--- src/rtl/br_alu_sequencer.sv ---
// Command sequencer: buffers register-to-register ALU commands in a FIFO and runs each
// through READ -> EXEC -> WRITE against an external register bank and ALU.
module br_alu_sequencer #(
    parameter int unsigned DEPTH = 4,
    parameter int unsigned OPW   = 4
) (
    input  logic           clk,
    input  logic           rst_n,
    input  logic           cmd_valid,
    output logic           cmd_ready,
    input  logic [OPW-1:0] cmd_op,
    input  logic [4:0]     cmd_rs,
    input  logic [4:0]     cmd_rt,
    input  logic [4:0]     cmd_rd,
    output logic [4:0]     br_ar1,
    output logic [4:0]     br_ar2,
    output logic [4:0]     br_aw,
    output logic [31:0]    br_data_in,
    output logic           br_we,
    input  logic [31:0]    br_dr1,
    input  logic [31:0]    br_dr2,
    output logic [31:0]    alu_a,
    output logic [31:0]    alu_b,
    output logic [OPW-1:0] alu_op,
    input  logic [31:0]    alu_result,
    input  logic           alu_zero,
    output logic           done_valid,
    output logic [4:0]     done_rd,
    output logic           done_zero,
    output logic           busy
);
    localparam int unsigned AW = $clog2(DEPTH);
    localparam logic [AW-1:0] PtrOne    = AW'(1);
    localparam logic [AW:0]   CntOne    = (AW + 1)'(1);
    localparam logic [AW:0]   FullCount = (AW + 1)'(DEPTH);

    typedef enum logic [1:0] {StIdle, StRead, StExec, StWrite} state_e;

    state_e state_q, state_d;

    logic [OPW-1:0] fifo_op [DEPTH];
    logic [4:0]     fifo_rs [DEPTH];
    logic [4:0]     fifo_rt [DEPTH];
    logic [4:0]     fifo_rd [DEPTH];
    logic [AW-1:0]  wr_ptr_q, rd_ptr_q;
    logic [AW:0]    count_q;
    logic           full, empty, push, pop;

    logic [OPW-1:0] cur_op_q;
    logic [4:0]     cur_rs_q, cur_rt_q, cur_rd_q;
    logic [31:0]    op_a_q, op_b_q, res_q;
    logic           zflag_q;

    assign full  = (count_q == FullCount);
    assign empty = (count_q == '0);
    // No pop-through: a full FIFO refuses the push even when a pop happens this cycle.
    assign push  = cmd_valid && !full;

    always_ff @(posedge clk or negedge rst_n) begin
        if (!rst_n) begin
            wr_ptr_q <= '0;
            rd_ptr_q <= '0;
            count_q  <= '0;
            for (int i = 0; i < int'(DEPTH); i++) begin
                fifo_op[i] <= '0;
                fifo_rs[i] <= '0;
                fifo_rt[i] <= '0;
                fifo_rd[i] <= '0;
            end
        end else begin
            if (push) begin
                fifo_op[wr_ptr_q] <= cmd_op;
                fifo_rs[wr_ptr_q] <= cmd_rs;
                fifo_rt[wr_ptr_q] <= cmd_rt;
                fifo_rd[wr_ptr_q] <= cmd_rd;
                wr_ptr_q          <= wr_ptr_q + PtrOne;
            end
            if (pop) begin
                rd_ptr_q <= rd_ptr_q + PtrOne;
            end
            case ({push, pop})
                2'b10:   count_q <= count_q + CntOne;
                2'b01:   count_q <= count_q - CntOne;
                default: count_q <= count_q;
            endcase
        end
    end

    always_comb begin
        state_d = state_q;
        pop     = 1'b0;
        unique case (state_q)
            StIdle: begin
                if (!empty) begin
                    state_d = StRead;
                    pop     = 1'b1;
                end
            end
            StRead:  state_d = StExec;
            StExec:  state_d = StWrite;
            StWrite: begin
                if (!empty) begin
                    state_d = StRead;
                    pop     = 1'b1;
                end else begin
                    state_d = StIdle;
                end
            end
            default: state_d = StIdle;
        endcase
    end

    always_ff @(posedge clk or negedge rst_n) begin
        if (!rst_n) begin
            state_q  <= StIdle;
            cur_op_q <= '0;
            cur_rs_q <= '0;
            cur_rt_q <= '0;
            cur_rd_q <= '0;
            op_a_q   <= '0;
            op_b_q   <= '0;
            res_q    <= '0;
            zflag_q  <= 1'b0;
        end else begin
            state_q <= state_d;
            if (pop) begin
                cur_op_q <= fifo_op[rd_ptr_q];
                cur_rs_q <= fifo_rs[rd_ptr_q];
                cur_rt_q <= fifo_rt[rd_ptr_q];
                cur_rd_q <= fifo_rd[rd_ptr_q];
            end
            if (state_q == StRead) begin
                op_a_q <= br_dr1;
                op_b_q <= br_dr2;
            end
            if (state_q == StExec) begin
                res_q   <= alu_result;
                zflag_q <= alu_zero;
            end
        end
    end

    assign cmd_ready  = !full;
    assign br_ar1     = cur_rs_q;
    assign br_ar2     = cur_rt_q;
    assign br_aw      = cur_rd_q;
    assign br_data_in = res_q;
    assign alu_a      = op_a_q;
    assign alu_b      = op_b_q;
    assign alu_op     = cur_op_q;
    assign done_rd    = cur_rd_q;
    assign done_zero  = zflag_q;
    // r0 is hard-wired zero in the bank, so its write enable is suppressed here.
    assign br_we      = (state_q == StWrite) && (cur_rd_q != 5'd0);
    assign done_valid = (state_q == StWrite);
    assign busy       = (state_q != StIdle) || !empty;

endmodule

--- config.mk ---
export PLATFORM = sky130hd
export DESIGN_NAME = br_alu_sequencer
export DESIGN_NICKNAME = d
export VERILOG_FILES = /design/src/rtl/br_alu_sequencer.sv
export SDC_FILE = /design/constraint.sdc
export NUM_CORES = 1
export LEC_CHECK = 0
export CAP_MARGIN = 30
export CORE_ASPECT_RATIO = 0.9
export CORE_MARGIN = 2
export CORE_UTILIZATION = 43
export DETAILED_ROUTE_END_ITERATION = 16
export PLACE_DENSITY = 0.76
export SLEW_MARGIN = 20
export SYNTH_ARGS = -nofsm -noshare
export SYNTH_HDL_FRONTEND = slang
export SYNTH_SLANG_ARGS = --single-unit
--- constraint.sdc ---
create_clock -name clk -period 3.94 [get_ports clk]
set_clock_uncertainty 0.15 [all_clocks]
set_input_delay 0.591 -clock clk [delete_from_list [all_inputs] [get_ports clk]]
set_output_delay 0.591 -clock clk [all_outputs]
set_load 0.01 [all_outputs]
Word-level counts from Yosys, hierarchy flattened
Cells that the tools add are included.
- add/sub/neg operators: 4
- bitwise gates (word level): 2
- shift-type cells: 0
- reductions and logical operators: 12
- mux-type cells: 26
- multiply operators: 0
- div/mod/pow operators: 0
- order comparisons: 3
- equality and inequality tests: 7
- operators by type and width (operator ; count):
    bitwise mux 20 bit ; 3
    two-way mux 5 bit ; 7
    binary-select mux 5 bit (select 2 bit) ; 3
    bitwise mux 16 bit ; 1
    two-way mux 4 bit ; 3
    demux 5 bit (select 2 bit) ; 1
    binary-select mux 4 bit (select 2 bit) ; 1
    demux 4 bit (select 2 bit) ; 1
    case mux 2 bit (4 select lines) ; 1
    == test 2 bit (second input constant) ; 3
    >= comparator 3 bit (second input constant) ; 2
    NOT 2 -> 3 bit ; 2
    case mux 3 bit (2 select lines) ; 1
    nonzero test 5 bit ; 1
    adder 2 x 1 -> 2 bit (second input constant) ; 2
    == test 2 x 1 -> 1 bit (second input constant) ; 2
    nonzero test 2 bit ; 2
    adder 3 x 1 -> 3 bit (second input constant) ; 1
    == test 3 bit (second input constant) ; 1
    logical AND 1 bit ; 3
    logical NOT 3 bit ; 1
    less-than comparator 3 x 1 -> 1 bit (second input constant) ; 1
    two-way mux 1 bit ; 3
    subtractor 3 x 1 -> 3 bit (second input constant) ; 1
    6 further kinds ; 7
- memories kept: 0
- bits in latches: 0
- bits in writable memories: 0
- logic and storage cells: 82
- output and inout bits: 125
- bits in registers: 201
- bits in read-only memories: 0

Logic depth before layout (Yosys ltp)
- depth after elaboration: 6
- gate-level depth with buffers: 10
- gate-level depth less buffers: 9

Worst setup path after synthesis
OpenSTA, ideal clock, no wires.
- path type: reg2reg
- start: reg state_q[0]
- end: reg count_q[2]
- required time: 3.711 ns
- setup time: 0.079 ns
- buffers on the path: 1
- slack: 1.526 ns
- data arrival time: 2.185 ns
- stages on the path, launching flop included: 11
- period minus slack after synthesis: 2.414 ns
- path through: dfrtp_1 inv_1 ha_1 nor2_1 buf_2 ha_1 inv_1 fa_1 xor2_1 nor2_1 xor2_1
- cells in the longest elaborated chain, start to end: 5
- elaborated cells on any way between the ends: 8
- classes of those cells: 3 x eq/ne; 2 x mux; 3 x reduce/logical
- ends and longest elaborated chain (element ; RTL line ; source):
    from (decl) ; 39 ; state_e state_q, state_d;
    from (signal assigned) ; 115 ; state_q <= StIdle;
    from (signal assigned) ; 125 ; state_q <= state_d;
    == test 2 bit or logical NOT 2 bit (tied branches) ; 92 ; unique case (state_q)
    OR reduction 2 bit (no line) (*) ; - ;
    two-way mux 1 bit (*) ; - ;
    via pop ; 47 ; logic full, empty, push, pop;
    == test 2 x 1 -> 1 bit or == test 2 bit (tied branches) ; 81 ; case ({push, pop})
    case mux 3 bit (2 select lines) or nonzero test 2 bit (tied branches) ; - ;
    to (signal assigned) ; 82 ; 2'b10: count_q <= count_q + CntOne;
    to (signal assigned) ; 83 ; 2'b01: count_q <= count_q - CntOne;
    to (signal assigned) ; 84 ; default: count_q <= count_q;
    to (decl) ; 46 ; logic [AW:0] count_q;
Mark *: on every way through the listed nets, which the timed path passes. The rest lies on a longest branch.
A chain may end at the register's enable or synchronous reset.

Worst setup path after layout
- start: reg state_q[0]
- end: out busy
- cells in the longest elaborated chain, start to end: 2
- ends and longest elaborated chain (element ; RTL line ; source):
    nonzero test 2 bit ; 156 ; assign busy = (state_q != StIdle) || !empty;
    logical OR 1 bit ; 156 ;
    to (decl) ; 30 ; output logic busy
No other way between the ends.

==> run_results.csv <==
group,metric,value,unit
outcome,status,"finished with violations",
outcome,failed_checks,"negative hold slack",
timing,setup_tns,0,ps
logic_synthesis,ys_warn_count,0,
cells_and_area,fillers,1420,
routing,dr.pass1.iters,4,
floorplanning,start_util,0.438,
setup_path,critical_path_class,"reg2out",
cells_and_area,drive_gt1_frac,0.351,
setup_path,start_kind,"register",
run,max-cap-violations,0,
hold_path,hp-class,"in2async",
grt,grt.overflow.total,0,
timing,setup_viol,0,
setup_path,cp_top_family,"buffers and inverters",
pwr,intPower,7440,uW
clock_tree,cts_root_buf,"clkbuf_16",
placed_design,place_congestion,0.747,
timing,finalHoldViolations,7,
pwr,clkPwrFrac,0.188,
logic_synthesis,synthCells,487,
logic_synthesis,synth_seq_cells,201,
clock_tree,post-cts-setup-buffers,0,
routing,vias_per_cell,4.95,
pwr,p_sw,3270,uW
grt,grt_pass1_wl,30100,um
cells_and_area,final_cell_mix,"clkdlybuf4s50_1, dfrtp_1, mux2_2",
timing,slew_violations,0,
timing,whs,-19.5,ps
floorplanning,dieArea,0.0206,mm2
placed_design,place_area,0.0110,mm2
setup_path,slowest_delay,540,ps
pwr,ir_drop,0.469,mV
pwr,power_density,912,mW/mm2
pwr,combinationalPowerShare,0.456,
setup_path,critPathSlowestCell,"clkdlybuf4s50_1",
floorplanning,io_pins,244,
clock_tree,numCtsBuffers,23,
timing,fin_crit,3010,ps
logic_synthesis,synth_area,0.00839,mm2
logic_synthesis,synth.avg_cell_area,17.2,um2
clock_tree,cts_resized,0,
clock_tree,cts.sinks,201,
clock_tree,clock_latency,490,ps
timing,finalCritPeriodShare,0.764,
pwr,switching_share,0.305,
grt,antenna_found_initial,2,
timing,setup_slack,930,ps
grt,track_usage,0.188,
setup_path,cp_num_buf_inv,2,
floorplanning,die_w,151,um
grt,grt_max_degree,96,
setup_path,arrival,2270,ps
timing,worst_pin_slew,829,ps
routing,drc,0,
setup_path,required,3200,ps
setup_path,crit_path_end_kind,"primary output",
grt,first_global_vias,5480,
logic_synthesis,synthesis.nets,617,
cells_and_area,final_area,0.0117,mm2
cells_and_area,layout_commonest_cell,"clkdlybuf4s50_1",
clock_tree,cts.path.max_buffers,3,
placed_design,hpwl,14100,um
routing,via_count,4950,
logic_synthesis,post_synth_num_cell_types,27,
floorplanning,row_count,48,
timing,rsz0062_at_grt,"no",
setup_path,cp_max_fo,6,
routing,ant_nets,0,
pwr,p_leak,0.00501,uW
placed_design,place_ws,1220,ps
cells_and_area,syn_to_final_growth,39.9,%
timing,max_freq,332,MHz
routing,wl,19700,um
routing,wl_per_cell,19.7,um
clock_tree,cts_tree,"yes",
logic_synthesis,ys_seq_area_frac,0.599,
clock_tree,hold_buffers,0,
routing,drt_iter0_drc,127,
placed_design,dp.cells,958,
floorplanning,core_area,0.0192,mm2
timing,max_slew_margin,0.447,
clock_tree,clk_pin_slew,60,ps
cells_and_area,nNetsFinal,863,
placed_design,port_buffers,243,
floorplanning,die_h,137,um
clock_tree,htreeDepth,1,
cells_and_area,layout.cells.non_filler,1000,
setup_path,crit_chain,"inv_1 -> ha_1 -> or4b_1 -> clkdlybuf4s50_1",
pwr,pwr-share-seq,0.356,
## logic make-up after synthesis
kind of cell | count (synthesis) | share of synthesized area
mux | 212 | 0.328
flops | 201 | 0.599
buf+inv | 36 | 0.0286
simple gates | 15 | 0.0157
fa+ha+maj | 11 | 0.0173
compound gates | 6 | 0.00477
xor+xnor | 6 | 0.00626
## worst reg2reg max path, cell delays in order, from the launching register on
cell	delay, ps
dfrtp_1	430
inv_1	110
ha_1	350
nor2_2	110
buf_4	330
ha_1	250
inv_1	60
fa_1	370
xor2_1	150
nor2_1	110
xor2_1	140
## per-layer routing
metal	track usage	wire (um)	vias to the layer above
li1	-	-	2245
met1	0.232	7800	2518
met3	0.0497	1550	24
met2	0.332	9970	163
met5	0	0	-
met4	0.0447	376	0
## Yosys cell counts
cell,instances,share of area
or4b_1,1,0.0012
or3b_1,1,0.0010
o22a_1,1,0.0010
nand2_1,3,0.0013
fa_1,1,0.0024
nor2_1,3,0.0013
o21a_1,1,0.00090
xor2_1,4,0.0042
o21ai_0,2,0.0012
inv_1,7,0.0031
mux4_2,19,0.051
clkbuf_1,8,0.0036
a31oi_1,1,0.00075
mux2_2,153,0.21
or4_1,1,0.00090
buf_2,11,0.0066
buf_6,1,0.0013
buf_4,5,0.0045
buf_12,4,0.0095
nor3b_1,1,0.00090
ha_1,10,0.015
xnor2_1,2,0.0021
dfrtp_1,201,0.60
mux2_4,40,0.072
nand3_4,4,0.0084
o31ai_1,1,0.00090
nor3_1,1,0.00060
## layout make-up
cell class / instances / area (um2) / share of cell area
sequential: 201 / 5030 / 0.428
multi-input combinational: 250 / 3130 / 0.266
timing repair buffer: 250 / 2510 / 0.214
clock buffer: 34 / 687 / 0.0585
tap: 250 / 313 / 0.0266
clock inverter: 7 / 47.5 / 0.00405
inverter: 7 / 26.3 / 0.00224
antenna: 1 / 2.50 / 0.000213
## sequential cells by signal (all words and copies together), names as in the netlist, 3 cells and up
register / cells
br_data_in: 32
count_q: 3
fifo_rs: 20
br_aw: 5
br_ar2: 5
alu_b: 32
fifo_op: 16
alu_a: 32
alu_op: 4
br_ar1: 5
fifo_rd: 20
fifo_rt: 20
## power groups by stage
stage          combinational [uW]  clock (uW)  sequential, uW
2_1_floorplan                2730           0            3950
3_3_place_gp                 4770           0            3780
3_5_place_dp                 4940           0            3850
4_1_cts                      4960        2070            3830
5_1_grt                      5210        2160            3950
6_report                     4880        2020            3810
## final timing paths
| kind | cells past startpoint | endpoint | start | slack [ps] |
|---|---|---|---|---|
| min in group clk | 1 | fifo_rt[5] | fifo_rt[5] | 350 |
| max in group asynchronous | 2 | fifo_rs[14] | rst_n | 2660 |
| worst max register to register | 10 | count_q[2] | state_q[0] | 1280 |
| worst min-delay path | 1 | br_ar1[1] | rst_n | -20 |
| worst max-delay path | 4 | busy | state_q[0] | 930 |
| worst min register to register | 1 | fifo_rt[5] | fifo_rt[5] | 350 |
## stage by stage
step,utilization,power [uW],hold WS [ps]
after CTS,0.613,10900,28.2
after global routing,0.613,11300,59.0
final,0.613,10700,-19.5
after detailed placement,0.574,8800,340
after global placement,0.574,8540,332
after floorplan,-,6680,145
Power figures use the tool's default switching activity.
==> patch, RTL diff (same settings) <==
The 4 states of `state_e` get a one-hot encoding in 4 bits.
--- a/src/rtl/br_alu_sequencer.sv
+++ b/src/rtl/br_alu_sequencer.sv
@@ -35,5 +35,5 @@
     localparam logic [AW:0]   FullCount = (AW + 1)'(DEPTH);
 
-    typedef enum logic [1:0] {StIdle, StRead, StExec, StWrite} state_e;
+    typedef enum logic [3:0] {StIdle = 4'b0001, StRead = 4'b0010, StExec = 4'b0100, StWrite = 4'b1000} state_e;
 
     state_e state_q, state_d;
Function: same outputs for any inputs over 10 cycles, from zero or initial values and one cycle with rst_n low; not proved beyond that.
==> patch against the unedited design <==
  * Wire length down 0.75%
  * Synthesized area down 1.6%
  * Sequential cell count up 2
  * Count of clock-buffer cells in the layout up 1
  * Worst setup slack better by 87 ps
  * Power down 5.1%
  * Final cell count down 0.40%
  * Combinational power down 11%
  * Critical path depth down 1
  * Cell area down 0.80%
  * Synthesized cell count down 1.2%
  * Largest cell class unchanged
==> patch: results <==
[power_and_ir_drop]
leakagePower_nw = 4.83
pwr_density_cell_nw_per_um2 = 872
power_frac_clock_pct = 20.3
p_sw_mw = 3.01
comb_power_mw = 4.32

[logic_synthesis]
synth_xor_area_share_pct = 0.742
ys_types = 30
ys_seq_area_share_pct = 61.5
avgSynthCellArea_um2 = 17.2
ys_ff_latch = 203
muxShareOfSynthArea_pct = 31.5
synthTopCellsByArea = "dfrtp_1 (61%), mux2_2 (26%), mux4_2 (5.2%)"
synth-adder-area-share_pct = 1.00
syn_nets = 606

[cts]
postCtsHoldBufs = 1
cts_buffers = 24

[placed_design]
dp_slack_ps = 1190
place_area_um2 = 10900
gp_congestion = 0.736
place_inst = 955
dp_hpwl_mm = 14.1

[finish]
inv_count = 5
clock_buffers = 35
multi_input_area_share_pct = 25.5
fillers = 1428
buffers_excl_clock = 252
clkCellAreaFrac_pct = 6.36
drive_above_1_share_pct = 34.8
bufAreaShareNonClock_pct = 21.7

[outcome]
status = "finished clean"

[global_routing]
use_met2_pct = 34.1
grt_max_degree = 92
grt_usage_pct = 19.1
antenna_found_initial = 1
grt_pass1_vias = 5440
gr-usage-met3_pct = 3.94

[detailed_routing]
vias_per_cell = 5.05
routedLengthMet1_mm = 7.52
wl_met3_mm = 1.17
drtIter0Drc = 142

[hold_path]
hold_class = "reg -> reg"

[sta]
slew_headroom_pct = 42.9

[die]
die_x_um = 150

[setup_path]
critical_path_arrival_ps = 2180
## patch: cell count changes after synthesis, sizes merged, moves of 2 or more
cell	delta
buf	+4
clkbuf	-6
ha	-5
inv	-2
nor4	+2
nor4b	+3
## patch: final timing paths
kind / from / depth (start not counted) / to / slack [ps]
max in group asynchronous: rst_n / 3 / alu_b[7]$_DFFE_PN0P_ / 2160
hold reg to reg: fifo_rt[8]$_DFFE_PN0P_ / 1 / fifo_rt[8]$_DFFE_PN0P_ / 350
setup reg to reg: count_q[0]$_DFFE_PN0P_ / 8 / count_q[2]$_DFFE_PN0P_ / 1420
hold / removal: fifo_rt[8]$_DFFE_PN0P_ / 1 / fifo_rt[8]$_DFFE_PN0P_ / 350
setup / recovery: count_q[0]$_DFFE_PN0P_ / 3 / busy / 1020
min in group asynchronous: rst_n / 2 / br_ar1[4]$_DFFE_PN0P_ / 510
## patch: critical path, cell delays in order, from the launching register on
cell	delay, ps
dfrtp_1	420
nor3_1	550
nand4b_1	190
clkdlybuf4s50_1	520
